File: src/rtl/n210_spi_cfg_arb_pkg.sv
// rtl/n210_spi_cfg_arb_pkg.sv - shared types and constants for the N210 SPI config arbiter
package n210_spi_pkg;

  // Shift engine sequencing states
  typedef enum logic [2:0] {
    ST_IDLE  = 3'd0,
    ST_SETUP = 3'd1,
    ST_SHIFT = 3'd2,
    ST_HOLD  = 3'd3,
    ST_GAP   = 3'd4
  } spi_state_e;

  // Requester indices; also the value held by the round-robin pointer
  localparam logic DEV_ADC = 1'b0;
  localparam logic DEV_DAC = 1'b1;

  // Command word and readback widths
  localparam int WORD_W = 16;
  localparam int RB_W   = 8;

endpackage

File: src/rtl/n210_spi_cfg_arb_if.sv
// rtl/n210_spi_cfg_arb_if.sv - control-plane request/response bundle for the SPI config arbiter
interface n210_spi_cfg_arb_if;

  logic [1:0]  req_valid;
  logic [1:0]  req_ready;
  logic [31:0] req_data;
  logic [1:0]  req_rd;
  logic [1:0]  rsp_valid;
  logic [7:0]  rsp_data;
  logic        busy;

  // Arbiter side
  modport slave (
    input  req_valid, req_data, req_rd,
    output req_ready, rsp_valid, rsp_data, busy
  );

  // Requester side
  modport master (
    output req_valid, req_data, req_rd,
    input  req_ready, rsp_valid, rsp_data, busy
  );

endinterface

File: src/rtl/n210_spi_shift_engine.sv
// rtl/n210_spi_shift_engine.sv - mode-0 SPI shift engine: setup, 16-bit shift, hold and CS gap
module n210_spi_shift_engine
  import n210_spi_pkg::*;
#(
  parameter int CLK_DIV = 4,
  parameter int CS_GAP  = 8
) (
  input  logic              clk,
  input  logic              rst_n,
  input  logic              i_start,
  input  logic [WORD_W-1:0] i_word,
  input  logic              i_rd,
  input  logic              i_smiso,
  output logic              o_idle,
  output logic              o_done,
  output logic [RB_W-1:0]   o_rb,
  output logic              o_sclk,
  output logic              o_sen,
  output logic              o_smosi
);

  localparam logic [7:0] HALF_LAST = 8'(CLK_DIV - 1);
  localparam logic [7:0] GAP_LAST  = 8'(CS_GAP - 1);
  localparam logic [4:0] BITS_ALL  = 5'(WORD_W);

  spi_state_e        r_state;
  logic [7:0]        r_phase;
  logic [4:0]        r_bits;
  logic [WORD_W-1:0] r_tx;
  logic [RB_W-1:0]   r_cap;
  logic              r_rd;
  logic              r_sclk;
  logic              r_sen;
  logic              r_smosi;
  logic              r_done;
  logic [RB_W-1:0]   r_rb;

  logic              w_half_end;

  assign w_half_end = (r_phase == HALF_LAST);

  assign o_idle  = (r_state == ST_IDLE);
  assign o_done  = r_done;
  assign o_rb    = r_rb;
  assign o_sclk  = r_sclk;
  assign o_sen   = r_sen;
  assign o_smosi = r_smosi;

  // Transaction sequencer; r_tx holds the bits still to be presented after the one on smosi,
  // and only the trailing RB_W smiso samples are kept since that is all that is reported
  always_ff @(posedge clk or negedge rst_n) begin
    if (!rst_n) begin
      r_state <= ST_IDLE;
      r_phase <= '0;
      r_bits  <= '0;
      r_tx    <= '0;
      r_cap   <= '0;
      r_rd    <= 1'b0;
      r_sclk  <= 1'b0;
      r_sen   <= 1'b1;
      r_smosi <= 1'b0;
      r_done  <= 1'b0;
      r_rb    <= '0;
    end else begin
      r_done <= 1'b0;
      case (r_state)
        ST_IDLE: begin
          if (i_start) begin
            r_tx    <= {i_word[WORD_W-2:0], 1'b0};
            r_rd    <= i_rd;
            r_cap   <= '0;
            r_phase <= '0;
            r_bits  <= '0;
            r_sen   <= 1'b0;
            r_smosi <= i_word[WORD_W-1];
            r_state <= ST_SETUP;
          end
        end
        ST_SETUP: begin
          if (w_half_end) begin
            r_phase <= '0;
            r_sclk  <= 1'b1;
            r_state <= ST_SHIFT;
          end else begin
            r_phase <= r_phase + 8'd1;
          end
        end
        ST_SHIFT: begin
          if (!w_half_end) begin
            r_phase <= r_phase + 8'd1;
          end else begin
            r_phase <= '0;
            if (r_sclk) begin
              // end of high phase: sample slave, drop SCLK and present the next bit together
              r_sclk  <= 1'b0;
              r_cap   <= {r_cap[RB_W-2:0], i_smiso};
              r_smosi <= r_tx[WORD_W-1];
              r_tx    <= {r_tx[WORD_W-2:0], 1'b0};
              r_bits  <= r_bits + 5'd1;
            end else if (r_bits == BITS_ALL) begin
              r_state <= ST_HOLD;
            end else begin
              r_sclk <= 1'b1;
            end
          end
        end
        ST_HOLD: begin
          if (w_half_end) begin
            r_phase <= '0;
            r_sen   <= 1'b1;
            r_smosi <= 1'b0;
            r_state <= ST_GAP;
          end else begin
            r_phase <= r_phase + 8'd1;
          end
        end
        ST_GAP: begin
          if (r_phase == GAP_LAST) begin
            r_phase <= '0;
            r_done  <= 1'b1;
            r_rb    <= r_rd ? r_cap : '0;
            r_state <= ST_IDLE;
          end else begin
            r_phase <= r_phase + 8'd1;
          end
        end
        default: begin
          r_state <= ST_IDLE;
        end
      endcase
    end
  end

endmodule

File: src/rtl/n210_spi_cfg_arb.sv
// rtl/n210_spi_cfg_arb.sv - round-robin ADC/DAC SPI configuration arbiter with pin steering
module n210_spi_cfg_arb
  import n210_spi_pkg::*;
#(
  parameter int CLK_DIV = 4,
  parameter int CS_GAP  = 8
) (
  input  logic                 CLK,
  input  logic                 RST_N,
  n210_spi_cfg_arb_if.slave    cfg,
  output logic                 adc_sclk,
  output logic                 adc_sen,
  output logic                 adc_smosi,
  input  logic                 adc_smiso_i,
  output logic                 dac_sclk,
  output logic                 dac_sen,
  output logic                 dac_smosi,
  input  logic                 dac_smiso_i
);

  logic              r_last;
  logic [1:0]        w_grant;
  logic              w_start;
  logic [WORD_W-1:0] w_word;
  logic              w_rd;
  logic              w_smiso;
  logic              w_idle;
  logic              w_done;
  logic [RB_W-1:0]   w_rb;
  logic              w_sclk;
  logic              w_sen;
  logic              w_smosi;
  logic              w_sel_adc;

  // Grant only while the engine is idle and out of reset; a contested grant goes to the
  // requester that was not served last
  always_comb begin
    w_grant = 2'b00;
    if (RST_N && w_idle) begin
      if (cfg.req_valid == 2'b11) begin
        w_grant = (r_last == DEV_DAC) ? 2'b01 : 2'b10;
      end else begin
        w_grant = cfg.req_valid;
      end
    end
  end

  assign w_start = |w_grant;
  assign w_word  = w_grant[1] ? cfg.req_data[31:16] : cfg.req_data[15:0];
  assign w_rd    = w_grant[1] ? cfg.req_rd[1] : cfg.req_rd[0];

  // Round-robin pointer doubles as the index of the transaction in flight
  always_ff @(posedge CLK or negedge RST_N) begin
    if (!RST_N) begin
      r_last <= DEV_DAC;
    end else if (w_start) begin
      r_last <= w_grant[1];
    end
  end

  n210_spi_shift_engine #(
    .CLK_DIV (CLK_DIV),
    .CS_GAP  (CS_GAP)
  ) u_engine (
    .clk     (CLK),
    .rst_n   (RST_N),
    .i_start (w_start),
    .i_word  (w_word),
    .i_rd    (w_rd),
    .i_smiso (w_smiso),
    .o_idle  (w_idle),
    .o_done  (w_done),
    .o_rb    (w_rb),
    .o_sclk  (w_sclk),
    .o_sen   (w_sen),
    .o_smosi (w_smosi)
  );

  assign cfg.req_ready = w_grant;
  assign cfg.busy      = w_start | ~w_idle;
  assign cfg.rsp_valid = w_done ? ((r_last == DEV_DAC) ? 2'b10 : 2'b01) : 2'b00;
  assign cfg.rsp_data  = w_rb;

  // Engine outputs rest at idle levels outside a transaction, so steering on r_last is safe
  assign w_sel_adc = (r_last == DEV_ADC);
  assign w_smiso   = w_sel_adc ? adc_smiso_i : dac_smiso_i;

  assign adc_sclk  = w_sel_adc & w_sclk;
  assign adc_sen   = w_sel_adc ? w_sen : 1'b1;
  assign adc_smosi = w_sel_adc & w_smosi;
  assign dac_sclk  = ~w_sel_adc & w_sclk;
  assign dac_sen   = w_sel_adc ? 1'b1 : w_sen;
  assign dac_smosi = ~w_sel_adc & w_smosi;

endmodule

File: src/flat_wrapper.sv
// flat-port wrapper written by rule: the top's interface ports become plain ports
module n210_spi_cfg_arb_flat import n210_spi_pkg::*;
#(
  parameter int CLK_DIV = 4,
  parameter int CS_GAP  = 8
)
  (CLK, RST_N, adc_sclk, adc_sen, adc_smosi, adc_smiso_i, dac_sclk, dac_sen, dac_smosi, dac_smiso_i, cfg_req_valid, cfg_req_data, cfg_req_rd, cfg_req_ready, cfg_rsp_valid, cfg_rsp_data, cfg_busy);
  n210_spi_cfg_arb_if cfg_i ();
  input  logic CLK;
  input  logic RST_N;
  output logic adc_sclk;
  output logic adc_sen;
  output logic adc_smosi;
  input  logic adc_smiso_i;
  output logic dac_sclk;
  output logic dac_sen;
  output logic dac_smosi;
  input  logic dac_smiso_i;
  input wire logic [$bits(cfg_i.req_valid)-1:0] cfg_req_valid;
  input wire logic [$bits(cfg_i.req_data)-1:0] cfg_req_data;
  input wire logic [$bits(cfg_i.req_rd)-1:0] cfg_req_rd;
  output wire logic [$bits(cfg_i.req_ready)-1:0] cfg_req_ready;
  output wire logic [$bits(cfg_i.rsp_valid)-1:0] cfg_rsp_valid;
  output wire logic [$bits(cfg_i.rsp_data)-1:0] cfg_rsp_data;
  output wire logic [$bits(cfg_i.busy)-1:0] cfg_busy;
  assign cfg_i.req_valid = cfg_req_valid;
  assign cfg_i.req_data = cfg_req_data;
  assign cfg_i.req_rd = cfg_req_rd;
  assign cfg_req_ready = cfg_i.req_ready;
  assign cfg_rsp_valid = cfg_i.rsp_valid;
  assign cfg_rsp_data = cfg_i.rsp_data;
  assign cfg_busy = cfg_i.busy;
  n210_spi_cfg_arb #(.CLK_DIV(CLK_DIV), .CS_GAP(CS_GAP)) u_core (.CLK(CLK), .RST_N(RST_N), .cfg(cfg_i), .adc_sclk(adc_sclk), .adc_sen(adc_sen), .adc_smosi(adc_smosi), .adc_smiso_i(adc_smiso_i), .dac_sclk(dac_sclk), .dac_sen(dac_sen), .dac_smosi(dac_smosi), .dac_smiso_i(dac_smiso_i));
endmodule
File: config.mk
export PLATFORM = sky130hd
export DESIGN_NAME = n210_spi_cfg_arb_flat
export DESIGN_NICKNAME = d
export VERILOG_FILES = /design/src/rtl/n210_spi_cfg_arb_pkg.sv /design/src/rtl/n210_spi_cfg_arb_if.sv /design/src/rtl/n210_spi_shift_engine.sv /design/src/rtl/n210_spi_cfg_arb.sv /design/src/flat_wrapper.sv
export SDC_FILE = /design/constraint.sdc
export NUM_CORES = 1
export LEC_CHECK = 0
export CORE_AREA = 2 2 79 81
export CTS_BUF_LIST = sky130_fd_sc_hd__clkbuf_8
export CTS_CLUSTER_DIAMETER = 50
export DETAILED_ROUTE_END_ITERATION = 12
export DIE_AREA = 0 0 81 83
export PLACE_DENSITY = 0.81
export RECOVER_POWER = 100
export SLEW_MARGIN = 20
export SYNTH_ARGS = -nofsm -noshare
export SYNTH_HDL_FRONTEND = slang
export SYNTH_HIERARCHICAL = 1
export SYNTH_SLANG_ARGS = --single-unit
File: constraint.sdc
create_clock -name CLK -period 6.55 [get_ports CLK]
set_clock_uncertainty 0.05 [all_clocks]
set_input_delay 0.655 -clock CLK [delete_from_list [all_inputs] [get_ports CLK]]
set_output_delay 0.655 -clock CLK [all_outputs]
set_load 0.02 [all_outputs]
==> results of run 1 <==
==> registers in the layout, summed over array words and instances, names as in the netlist <==
signal and cells:
u_core/u_engine/o_rb 8, u_core/u_engine/r_cap 8, u_core/u_engine/r_rd 1, u_core/u_engine/r_tx 15
u_core/u_engine/o_done 1, u_core/u_engine/r_phase 8, u_core/u_engine/o_sclk 1, u_core/r_last 1
u_core/u_engine/o_smosi 1, u_core/u_engine/r_state 3, u_core/u_engine/o_sen 1, u_core/u_engine/r_bits 5
==> Yosys cell counts, types with 2 or more instances <==
cell type  number  area, um2
nor3b_1         2       15.0
o2111ai_1       2       17.5
buf_6           3       33.8
or3_1           3       18.8
ha_1            3       37.5
nor2_1         14       52.6
nor3_1          3       15.0
mux2_1          8       90.1
and2_1          4       25.0
a22o_1          8       70.1
nor2b_1         7       43.8
inv_1           9       33.8
mux2_4         16        240
buf_2           4       20.0
nor4bb_1        3       30.0
xor2_1          2       17.5
a311oi_1        2       17.5
a21oi_1         6       30.0
dfstp_2         2       52.6
clkbuf_1        6       22.5
or2_2           2       12.5
nand4_1         2       12.5
nand3_1        10       50.1
o21ai_0        19       95.1
nand2_2         2       12.5
a41oi_1         2       17.5
nand2_1        38        143
buf_1           2       7.51
mux2i_1         4       40.0
mux2_2         23        259
dfrtp_1        51       1280
==> final cells by class <==
cell class,instances,area [um2]
Fill cell,497,2160
Sequential cell,53,1330
Clock buffer,5,68.8
Clock inverter,3,21.3
Multi-Input combinational cell,204,1520
Inverter,9,33.8
Timing Repair Buffer,61,598
Tap cell,75,93.8
==> power groups by stage <==
| stage | Combinational, mW | Clock [mW] | Sequential [mW] |
|---|---|---|---|
| after floorplan | 0.486 | 0 | 0.439 |
| after global placement | 0.578 | 0 | 0.490 |
| after detailed placement | 0.595 | 0 | 0.492 |
| after CTS | 0.598 | 0.191 | 0.486 |
| after global routing | 0.626 | 0.201 | 0.499 |
| final | 0.570 | 0.187 | 0.485 |
==> cells in the final DEF (no fill, tap or decap), types with 2 or more instances in the layout <==
master / synthesis / routed
mux2_1: 8 / 8
a21oi_1: 6 / 6
nand3_1: 10 / 10
nor2b_1: 7 / 7
nand4_1: 2 / 3
or2_2: 2 / 2
xor2_1: 2 / 2
or3_1: 3 / 3
mux2_2: 23 / 23
dfrtp_1: 51 / 51
mux2_4: 16 / 16
inv_1: 9 / 9
a22oi_1: 1 / 2
o2111ai_1: 2 / 2
a41oi_1: 2 / 2
and2_1: 4 / 4
nor4bb_1: 3 / 3
buf_4: 0 / 3
a22o_1: 8 / 8
mux2i_1: 4 / 4
clkbuf_8: 0 / 5
nor3_1: 3 / 3
nor4b_1: 0 / 2
ha_1: 3 / 3
o21ai_0: 19 / 20
nand2_1: 38 / 39
a311oi_1: 2 / 2
clkdlybuf4s50_1: 0 / 39
nor2_1: 14 / 14
dlygate4sd3_1: 0 / 18
==> worst register-to-register path: cells and delay by family, from the launching register on <==
family | cells | cell delay (ns)
buf+inv | 1 | 0.19
mux | 1 | 0.44
flops | 1 | 0.57
compound gates | 1 | 1.19
simple gates | 4 | 2.23
==> stage by stage <==
step / cells / setup slack, ns
after CTS: 410 / 2.60
final: 410 / 1.77
after global placement: 402 / 2.70
after detailed placement: 402 / 2.61
after floorplan: 282 / 3.99
after global routing: 410 / 1.33
==> layer usage <==
layer | vias to the layer above | GRT usage | part of all wire | wire, um
met5 | - | 0 | 0 | 0
met4 | 0 | 0.0586 | 0.015 | 89
met3 | 9 | 0.0359 | 0.048 | 282
met2 | 68 | 0.322 | 0.51 | 3010
met1 | 1103 | 0.242 | 0.43 | 2550
li1 | 1104 | - | - | -
==> how the worst min path moves through the flow <==
stage | slack, ns | cells after the start | to | start
after detailed placement | 0.42 | 2 | u_core/u_engine/o_rb[6] | u_core/u_engine/o_rb[6]
after global routing | 0.45 | 2 | u_core/u_engine/o_sen | u_core/u_engine/o_sen
after floorplan | 0.31 | 0 | u_core/u_engine/o_done | RST_N
after CTS | 0.44 | 2 | u_core/u_engine/r_tx[9] | RST_N
after global placement | 0.41 | 2 | u_core/u_engine/o_sen | u_core/u_engine/o_sen
final | 0.41 | 2 | u_core/u_engine/r_tx[10] | RST_N
==> cell families after synthesis <==
logic type / Yosys count / synth area share
AOI/OAI and AO/OA: 51 / 0.120
xor gates and xnor gates: 3 / 0.00874
adders and majority gates: 3 / 0.0125
buffers and inverters: 25 / 0.0408
DFF: 53 / 0.442
muxes: 51 / 0.209
and+or+nand+nor: 96 / 0.167
==> impl_metrics.ini, run 1 <==
[run_status]
status = complete, but fails checks
violations = capacitance limit, slew limit

[timing]
fin_crit_ns = 4.78
hold_violations = 0
holdWs_ns = 0.410
period_share = 0.729
setup_viol = 0
max_slew_margin = -0.0915
final_max_slew_viol_count = 26
setup_tns_ns = 0
rsz0062_at_grt = false
worst_pin_slew_ns = 1.61
fmaxAchievable_mhz = 209

[critical_path]
path_delay_family = simple AND/OR/NAND/NOR gates
worstPathMaxFanout = 21
cp-startpoint = u_core/u_engine/r_state[0]
r2r_setup_slack_ns = 1.77
crit_arrival_ns = 4.93
critPathKind = reg -> reg
crit_cells = 7
crit_top_cell = nand2_1
crit_path_max_incr_delay_ns = 1.19
worstPathRequired_ns = 6.70
worstReg2RegStart = u_core/u_engine/r_state[0]
crit_end = u_core/u_engine/r_tx[6]
reg2reg_to = u_core/u_engine/r_tx[6]
startpoint_type = register
path_cells = or3_1 -> inv_1 -> nand4_1 -> nand2_1 -> nand2_1 -> a22oi_1 -> mux2_2
ff2ff_path_depth = 7
crit_path_end_kind = register
crit_slowest_cell = a22oi_1
critPathBufInv = 1

[cts]
h-tree-depth = 2
holdBufCountCts = 0
cts_tree = built
clk_pin_slew_ns = 0.10
clock_tree.buffer_depth = 2
clk-insertion-delay-late_ns = 0.31
cts_setup_buffers = 0
cts_resized = 0
root_buffer = clkbuf_8
cts_sinks = 53
cts_buffers = 5

[grt]
grt_max_degree = 56
grt_first_pass_wirelength_um = 10300
grt_use_total = 0.190
antenna_found_initial = 0
grt_pass1_vias = 2233
grt_overflow = 0

[power_and_ir_drop]
max-vdd-ir-drop_v = 0.000176
p_switching_mw = 0.465
internal-power_mw = 0.777
p_seq_frac = 0.391
pwr-share-clk = 0.150
power_mw = 1.24
power_leakage_nw = 1.63
pwr-share-comb = 0.459
p_per_area_nw_per_um2 = 339
power_switching_share = 0.374

[yosys]
synth_cell_type_count = 51
synthFlopType = dfrtp_1
synth-edff-count = 0
ys_seq_area_frac = 0.442
ys_async_sr_fraction = 1.00
yosysWarnings = 6
ys_ff_latch = 53
syn_area_per_cell_um2 = 10.7
netlist_instances = 282
synth_nets = 325
netlist_area_um2 = 3010

[drt]
postRouteAntennaNets = 0
dr.pass1.iters = 5
drt_iter0_markers = 144
vias = 2284
viasPerCell = 5.57
routed_wl_um = 5920
wl_per_cell_um = 14.4
drc = 0

[cells_and_area]
finalInstanceArea_um2 = 3660
post-route-util = 0.629
area_growth_pct = 21.8
fin_nets = 377
diodes = 0
drive_gt1_frac = 0.176

[place]
post_dp_cell_area_um2 = 3610
place_hpwl_um = 4440
numPortBuffers = 58
place.gp.congestion = 0.785

[die]
die_w_um = 81
die_y_um = 83
initial_core_util = 0.517
core_um2 = 5820
io_pins = 59
dieArea_um2 = 6720
core.rowCount = 28

[min_path]
hp-class = in -> async

[flow_run]
cap_violations = 1
No activity file was read; power rests on OpenSTA's default activity.
==> run 2: changes to the inputs <==
Settings changed: CORE_AREA 2 2 79 81 to 2 2 83 85, DIE_AREA 0 0 81 83 to 0 0 85 87, PLACE_DENSITY 0.81 to 0.78.
Clock period 6.55 ns to 4.3 ns, I/O delays scaled along.
==> run 2 against run 1 <==
Against the previous run:
- the run still ends with capacitance limit, slew limit left
- total power increased by 56%
- critical path type unchanged
- register-to-register slack lost 0.97 ns
- sequential share of layout area shrank 0.49 points
- final cell count increased by 1.5%
- die area up 10%
- design area is 1.4% higher
- critical endpoint is now u_core/u_engine/r_tx[3]
- combinational power grew 51%
==> impl_metrics.ini, run 2 (same netlist as run 1, synthesis figures left out) <==
[run_status]
status = complete, but fails checks
violations = capacitance limit, slew limit

[critical_path]
worstPathRequired_ns = 4.44
crit_path_end_kind = register
crit_arrival_ns = 3.64
startpoint_type = register
critPathKind = reg -> reg
worstPathMaxFanout = 16

[power_and_ir_drop]
power_switching_share = 0.355
p_seq_frac = 0.378
internal-power_mw = 1.25
p_switching_mw = 0.687
power_leakage_nw = 1.65
pwr-share-clk = 0.178
pwr-share-comb = 0.445
p_per_area_nw_per_um2 = 522
max-vdd-ir-drop_v = 0.000251

[drt]
wl_met1_um = 2410
drt_iter0_markers = 157
drc = 0
routed.top_layer = met4
routed_wl_um = 5690
dr.pass1.iters = 4
wl_met2_um = 2990
viasPerCell = 5.39
postRouteAntennaNets = 0
wl_per_cell_um = 13.7
wl_met3_um = 233
vias = 2244

[cells_and_area]
mostFrequentLayoutCell = dfrtp_1
fin_nets = 378
layout_common_cells = dfrtp_1, clkdlybuf4s50_1, nand2_1
drive_gt1_frac = 0.179
post-route-util = 0.565
max_flop_register = u_core/u_engine/r_tx
nFillCells = 547
largest_reg_flops = 15
diodes = 0
area_growth_pct = 23.4

[min_path]
hp-class = in -> async

[grt]
grt_use_total = 0.162
antenna_found_initial = 0
grt_pass1_vias = 2139
grt_overflow = 0
grt_max_degree = 53
grt_first_pass_wirelength_um = 9650

[cts]
cts_buffers = 5
cts_sinks = 53
clk-insertion-delay-late_ns = 0.30
clk_pin_slew_ns = 0.09
cts_setup_buffers = 0
cts_resized = 0
cts_tree = built
h-tree-depth = 2
root_buffer = clkbuf_8
holdBufCountCts = 0
clock_tree.buffer_depth = 2

[die]
die_y_um = 87
io_pins = 59
core.rowCount = 30
core_um2 = 6570
die_w_um = 85
initial_core_util = 0.458
dieArea_um2 = 7400

[place]
place_hpwl_um = 4280
place.gp.congestion = 0.792
numPortBuffers = 58

[timing]
period_share = 0.813
fin_crit_ns = 3.49
max_slew_margin = -0.805
setup_viol = 0
hold_violations = 0
setup_tns_ns = 0
rsz0062_at_grt = false
fmaxAchievable_mhz = 286
final_max_slew_viol_count = 63
worst_pin_slew_ns = 2.71

[flow_run]
cap_violations = 2
run 2: cell count changes in the layout (fill, tap and decap cells not counted):
cell,previous run,this run
inv_6,1,0
inv_1,9,10
nand2_2,1,2
nor4b_2,0,1
nand4_1,3,2
bufinv_16,0,1
nand4_2,0,1
nand2_1,39,38
clkinv_2,1,0
clkinvlp_4,1,0
clkbuf_8,5,6
nor4b_1,2,1
clkbuf_1,0,2
buf_2,1,0
run 2: metal layers:
layer,global-route usage,vias to the layer above
li1,-,1104
met1,0.197,1075
met2,0.294,60
met3,0.0303,5
met4,0.0433,0
met5,0,-
run 2: final cells by class:
type / count / area [um2] / share of cell area
Sequential cell: 53 / 1330 / 0.358
Clock buffer: 6 / 82.6 / 0.0223
Inverter: 9 / 33.8 / 0.00911
Clock inverter: 2 / 33.8 / 0.00911
Timing Repair Buffer: 62 / 601 / 0.162
Tap cell: 80 / 100 / 0.0270
Multi-Input combinational cell: 204 / 1530 / 0.412
run 2: worst max-delay path: stages, from the launching register on:
cell and delay, ns:
dfrtp_1 0.41, ha_1 0.26, nor4b_1 1.23, nand2_2 0.24
a22oi_2 0.77, mux2_2 0.42
run 2: per-stage QoR:
| stage | hold WS, ns | worst slack [ns] | power (mW) | instance area (um2) | std cells |
|---|---|---|---|---|---|
| after global routing | 0.218 | 0.547 | 2.07 | 3710 | 416 |
| after global placement | 0.412 | 1.31 | 1.62 | 3630 | 408 |
| after floorplan | 0.0844 | 1.74 | 1.41 | 3010 | 282 |
| after CTS | 0.0771 | 1.15 | 1.99 | 3740 | 416 |
| final | 0.181 | 0.806 | 1.94 | 3710 | 416 |
| after detailed placement | 0.413 | 1.15 | 1.65 | 3630 | 408 |
run 2: path summary, 6_finish.rpt:
check,start,endpoint,slack [ns],depth (start not counted)
hold / removal,RST_N,u_core/r_last,0.18,1
setup / recovery,u_core/u_engine/r_phase[0],u_core/u_engine/r_tx[3],0.81,5
setup reg to reg,u_core/u_engine/r_phase[0],u_core/u_engine/r_tx[3],0.81,5
max in group asynchronous,RST_N,u_core/u_engine/r_state[2],1.43,2
min in group CLK,u_core/u_engine/o_sen,u_core/u_engine/o_sen,0.43,2
hold reg to reg,u_core/u_engine/o_sen,u_core/u_engine/o_sen,0.43,2
run 2: power groups by stage:
stage               logic, mW  registers, mW  clock network, mW
floorplan               0.740          0.669                  0
global placement        0.883          0.737                  0
detailed placement      0.901          0.744                  0
CTS                     0.905          0.733              0.355
global route            0.944          0.755              0.373
finish                  0.862          0.731              0.344
